### config.mk
export PLATFORM = sky130hd
export DESIGN_NAME = is_uart_rx
export DESIGN_NICKNAME = d
export VERILOG_FILES = /design/src/rtl/is_uart_rx.sv
export SDC_FILE = /design/constraint.sdc
export NUM_CORES = 1
export LEC_CHECK = 0
export ABC_CLOCK_PERIOD_IN_PS = 2300
export BUFFER_PORTS_ARGS = -buffer_cell sky130_fd_sc_hd__buf_2
export CAP_MARGIN = 20
export CORE_ASPECT_RATIO = 1.5
export CORE_MARGIN = 2
export CORE_UTILIZATION = 32
export CTS_BUF_LIST = sky130_fd_sc_hd__clkbuf_16
export DETAILED_ROUTE_END_ITERATION = 6
export PLACE_DENSITY = 0.51
export SETUP_SLACK_MARGIN = 0.3
export SYNTH_ARGS = -nofsm -noshare
export SYNTH_HDL_FRONTEND = slang
export SYNTH_SLANG_ARGS = --single-unit
### constraint.sdc
create_clock -name clk_i -period 2.3 [get_ports clk_i]
set_input_delay 0.115 -clock clk_i [delete_from_list [all_inputs] [get_ports clk_i]]
set_output_delay 0.115 -clock clk_i [all_outputs]
set_load 0.01 [all_outputs]
### src/rtl/is_uart_rx.sv
// 8N1 UART receiver with a self-generated oversample tick and a single-entry
// valid/ready holding register; reports framing errors and overruns as pulses.
module is_uart_rx #(
  parameter int CLK_FREQ_HZ = 50_000_000,
  parameter int BAUD_RATE   = 115200,
  parameter int OS_RATE     = 16,
  parameter int DATA_W      = 8
) (
  input  logic              clk_i,
  input  logic              rst_i,
  input  logic              rx_i,
  output logic [DATA_W-1:0] rx_data_o,
  output logic              rx_valid_o,
  input  logic              rx_ready_i,
  output logic              busy_o,
  output logic              frame_err_o,
  output logic              overrun_o
);

  localparam int DIV   = (CLK_FREQ_HZ + (BAUD_RATE * OS_RATE) / 2) / (BAUD_RATE * OS_RATE);
  localparam int DIV_W = (DIV > 1) ? $clog2(DIV) : 1;
  localparam int OS_W  = $clog2(OS_RATE);
  localparam int BIT_W = (DATA_W > 1) ? $clog2(DATA_W) : 1;

  localparam logic [DIV_W-1:0] DIV_LAST = DIV_W'(DIV - 1);
  localparam logic [DIV_W-1:0] DIV_ONE  = DIV_W'(1);
  localparam logic [OS_W-1:0]  OS_HALF  = OS_W'(OS_RATE / 2 - 1);
  localparam logic [OS_W-1:0]  OS_LAST  = OS_W'(OS_RATE - 1);
  localparam logic [OS_W-1:0]  OS_ONE   = OS_W'(1);
  localparam logic [BIT_W-1:0] BIT_LAST = BIT_W'(DATA_W - 1);
  localparam logic [BIT_W-1:0] BIT_ONE  = BIT_W'(1);

  localparam logic [1:0] S_IDLE  = 2'd0;
  localparam logic [1:0] S_START = 2'd1;
  localparam logic [1:0] S_DATA  = 2'd2;
  localparam logic [1:0] S_STOP  = 2'd3;

  logic [1:0]        sync_q, sync_d;
  logic              rx_prev_q, rx_prev_d;
  logic [1:0]        state_q, state_d;
  logic [DIV_W-1:0]  div_q, div_d;
  logic [OS_W-1:0]   os_q, os_d;
  logic [BIT_W-1:0]  bit_q, bit_d;
  logic [DATA_W-1:0] shift_q, shift_d;
  logic [DATA_W-1:0] data_q, data_d;
  logic              valid_q, valid_d;
  logic              fe_q, fe_d;
  logic              ovr_q, ovr_d;

  logic rx_s;
  logic fall;
  logic tick;

  assign rx_s = sync_q[1];
  assign fall = rx_prev_q & ~rx_s;
  assign tick = (state_q != S_IDLE) && (div_q == DIV_LAST);

  always_comb begin
    sync_d    = {sync_q[0], rx_i};
    rx_prev_d = rx_s;
    state_d   = state_q;
    div_d     = div_q;
    os_d      = os_q;
    bit_d     = bit_q;
    shift_d   = shift_q;
    data_d    = data_q;
    valid_d   = valid_q;
    fe_d      = 1'b0;
    ovr_d     = 1'b0;

    if (state_q == S_IDLE || tick) begin
      div_d = '0;
    end else begin
      div_d = div_q + DIV_ONE;
    end

    if (valid_q && rx_ready_i) begin
      valid_d = 1'b0;
    end

    case (state_q)
      S_IDLE: begin
        if (fall) begin
          state_d = S_START;
          os_d    = '0;
          div_d   = '0;
        end
      end
      S_START: begin
        if (tick) begin
          if (os_q == OS_HALF) begin
            os_d    = '0;
            bit_d   = '0;
            state_d = rx_s ? S_IDLE : S_DATA;
          end else begin
            os_d = os_q + OS_ONE;
          end
        end
      end
      S_DATA: begin
        if (tick) begin
          if (os_q == OS_LAST) begin
            os_d    = '0;
            shift_d = {rx_s, shift_q[DATA_W-1:1]};
            if (bit_q == BIT_LAST) begin
              state_d = S_STOP;
            end else begin
              bit_d = bit_q + BIT_ONE;
            end
          end else begin
            os_d = os_q + OS_ONE;
          end
        end
      end
      default: begin
        // Leaving at the stop-bit centre lets a back-to-back start edge be caught.
        if (tick) begin
          if (os_q == OS_LAST) begin
            os_d    = '0;
            state_d = S_IDLE;
            if (!rx_s) begin
              fe_d = 1'b1;
            end else if (!valid_q || rx_ready_i) begin
              data_d  = shift_q;
              valid_d = 1'b1;
            end else begin
              ovr_d = 1'b1;
            end
          end else begin
            os_d = os_q + OS_ONE;
          end
        end
      end
    endcase
  end

  always_ff @(posedge clk_i or posedge rst_i) begin
    if (rst_i) begin
      sync_q    <= 2'b11;
      rx_prev_q <= 1'b1;
      state_q   <= S_IDLE;
      div_q     <= '0;
      os_q      <= '0;
      bit_q     <= '0;
      shift_q   <= '0;
      data_q    <= '0;
      valid_q   <= 1'b0;
      fe_q      <= 1'b0;
      ovr_q     <= 1'b0;
    end else begin
      sync_q    <= sync_d;
      rx_prev_q <= rx_prev_d;
      state_q   <= state_d;
      div_q     <= div_d;
      os_q      <= os_d;
      bit_q     <= bit_d;
      shift_q   <= shift_d;
      data_q    <= data_d;
      valid_q   <= valid_d;
      fe_q      <= fe_d;
      ovr_q     <= ovr_d;
    end
  end

  assign rx_data_o   = data_q;
  assign rx_valid_o  = valid_q;
  assign busy_o      = (state_q != S_IDLE);
  assign frame_err_o = fe_q;
  assign overrun_o   = ovr_q;

endmodule

==> out/qor.csv <==
metric;value;unit
die width;62.5;um
Sw Ratio;25.9;%
synthesized instance count;128;
ranking of synthesized cells by instance count;33 x dfrtp_1, 15 x mux2_2, 9 x nor2_1;
Reg clk slew, reported paths;0.05;ns
async set-or-reset flop fraction in the synthesized netlist;100;%
core area;5040;um^2
Layout Skew;0.00446;ns
setup TNS;0;ns
FP Rows;32;
crit path DAT;2.02;ns
port bufs;15;
fillers;506;
Synth Warn #;0;
Worst-Skew Late Latency;0.27;ns
failing checks;negative hold slack;
f_max;0.537;GHz
share of layout cells above drive strength 1;34.0;%
Post-synth top flop;dfrtp_1;
# H-tree levels;2;
Post-Route WL;2790;um
GRT Resource Usage Total;10.9;%
initial DRC count;24;
CP top delay family;simple AND/OR/NAND/NOR gates;
initial antenna violation count;0;
count leader, synth;dfrtp_1;
Hold WC Path Type;in2async;
Worst Max-Slew Pin Slew;0.830;ns
sequential fraction of design power;48.2;%
max-slew violation count;0;
P&R area growth vs syn;17.8;%
outcome;complete, but fails checks;
Critical Path End Type;flop;
met2 usage;19.3;%
vias per std cell;4.75;
FF-to-FF setup slack;0.44;ns
largest net degree at the start of global routing;23;
synth unique cells;39;
maximum buffer depth of the clock tree;2;
GR Overflow Total;0;
startpoint types;flop;
P_leak;0.000980;uW
post-detailed-route wirelength per cell;12.8;um
dpl cells;209;
DPL Wire Length;2060;um
fin crit period;1.86;ns
routability cong.;0.700;
Final Hold Vio Count;6;
Design Power;1570;uW
num ports;16;
crit path max fanout;8;
Sw Pwr;405;uW
Post-synth EDFFs;0;
die area;5740;um^2
Final nets;158;
RSZ-0062 raised after global routing;no;
antenna cells;0;
met3 Use GR;3.44;%
vias in the first global route;1078;
syn_nets;137;
post-synthesis register bit count;36;
P_int;1160;uW
sequential share of the synthesized area;55.0;%
Cell Pwr Density;808;nW/um^2
Detail Route Antenna Nets;0;
crit path kind;reg2reg;
Clock Tree Root;clkbuf_16;
Max stage delay cell, worst path;and3_1;
DR vias;1035;
# setup viols final;0;
drt drc;0;
CP most frequent cell;and3_1;
Hold WS;-0.00165;ns
top-area cell type share of the netlist area;50.2;%
global routing's busiest layer;met2;
Finished Layout Cells;218;
initial core utilization;32.6;%
CTS buffer count;5;
Mapped Area;1650;um^2
max_slew headroom;44.6;%
worst-path cell chain;ha_1 -> and3_1 -> and3_1 -> mux2_2;
CTS tree;done;
Avg Inst Size Synth;12.9;um^2
first-pass GRT wire length;4890;um
Area contributors post-synth;dfrtp_1 50%, mux2_2 10%, dfstp_2 4.8%, ha_1 3.8%, nor2_1 2.1%;
post-CTS resize count;0;
DR pass1 iterations;4;
DIE HEIGHT;91.8;um
area leader, netlist;dfrtp_1;
met1 Use GR;11.7;%
maximum VDD drop;395;uV
Core Util, Final;38.4;%
CP Data Required Time;2.46;ns
Clk pwr share;40.8;%
max_cap viols;0;
worst path bufs/invs;0;
Tcrit/Tclk final;80.9;%
crit-path max cell delay;0.43;ns
CTS Sinks;36;
share of total power in combinational logic;11.1;%
## area by class of cell
| cell class | count | area [um^2] | share of cell area [%] |
|---|---|---|---|
| sequential | 36 | 905 | 46.7 |
| timing repair buffer | 21 | 123 | 6.33 |
| tap | 68 | 85.1 | 4.39 |
| multi-input combinational | 80 | 663 | 34.2 |
| clock inverter | 3 | 18.8 | 0.968 |
| inverter | 5 | 18.8 | 0.968 |
| clock buffer | 5 | 125 | 6.46 |
## worst register-to-register path: cells and delay by family (launching register included)
kind          cells  cell delay [ns]
fa+ha+maj         1             0.24
flops             1             0.40
simple gates      2             0.73
mux               1             0.39
## flip-flops by register name, summed over array words and instances (netlist names)
| signal | count |
|---|---|
| rx_data_o | 8 |
| os_q | 4 |
| shift_q | 8 |
| div_q | 5 |
| sync_q | 2 |
| rx_valid_o | 1 |
| rx_prev_q | 1 |
| state_q | 2 |
| bit_q | 3 |
| frame_err_o | 1 |
| overrun_o | 1 |
## what timing repair did
item	CTS	global route
hold buffers	1	0
hold endpoints to repair	1	0
buffers inserted	0	0
## logic make-up (layout without fill, tap and decap cells)
family                   after synthesis  after routing  share of synthesized area (%)
AND/OR/NAND/NOR                       37             37                           13.5
flip-flops                            36             36                           55.0
multiplexers                          19             19                           12.9
AO/OA/AOI/OAI                         15             15                           7.99
buffers and inverters                 12             34                           4.71
adder cells (fa/ha/maj)                5              5                           3.80
XOR/XNOR                               4              4                           2.13
## layout by cell type (no fill, tap or decap), drive strengths merged
cell	synthesis	layout
o21a	1	1
xnor2	1	1
o31ai	2	2
nand2	4	4
nor2	9	9
and2	1	1
clkbuf	0	5
nand2b	2	2
dlygate4sd3	0	1
a21boi	1	1
a21o	1	1
or2	1	1
mux2	17	17
and4b	1	1
mux2i	2	2
nor4b	1	1
buf	7	20
o41ai	1	1
dfstp	3	3
dfrtp	33	33
xor2	3	3
nand4	1	1
clkinv	0	3
nor3	1	1
inv	5	5
a221o	1	1
a2111oi	1	1
a21oi	2	2
and3	4	4
a32o	2	2
nor2b	3	3
o21ai	1	1
ha	5	5
a31oi	2	2
nand3	6	6
nand3b	3	3
## through the flow
step                      hold WS (ns)  instance area, um^2  setup slack (ns)
after floorplan                  0.119                 1650             0.621
after global placement           0.221                 1780             0.501
after detailed placement         0.221                 1780             0.444
after CTS                       0.0311                 1940             0.436
after global routing            0.0940                 1940             0.331
final                         -0.00165                 1940             0.438
## final timing paths
path,to,from,depth (start not counted)
min reg2reg,sync_q[1]$_DFF_PP1_,sync_q[0]$_DFF_PP1_,0
max reg2reg,shift_q[7]$_DFFE_PP0P_,os_q[0]$_DFFE_PP0P_,4
max in group asynchronous,os_q[0]$_DFFE_PP0P_,rst_i,3
min in group clk_i,overrun_o$_DFF_PP0_,rx_ready_i,3
max,shift_q[7]$_DFFE_PP0P_,os_q[0]$_DFFE_PP0P_,4
min,shift_q[6]$_DFFE_PP0P_,rst_i,2
## routing by layer
layer  vias to the layer above  routed length (um)
met5                         -                   0
met3                         2                 117
met1                       518                1120
met2                        21                1530
met4                         0                  17
li1                        494                   -
## power by group through the flow
stage	clock, uW	combinational, uW	sequential [uW]
floorplan	0	187	731
global placement	0	169	762
detailed placement	0	175	764
CTS	661	177	753
global route	689	199	763
finish	639	173	755
Note: power is estimated with default switching activity, not from simulation.
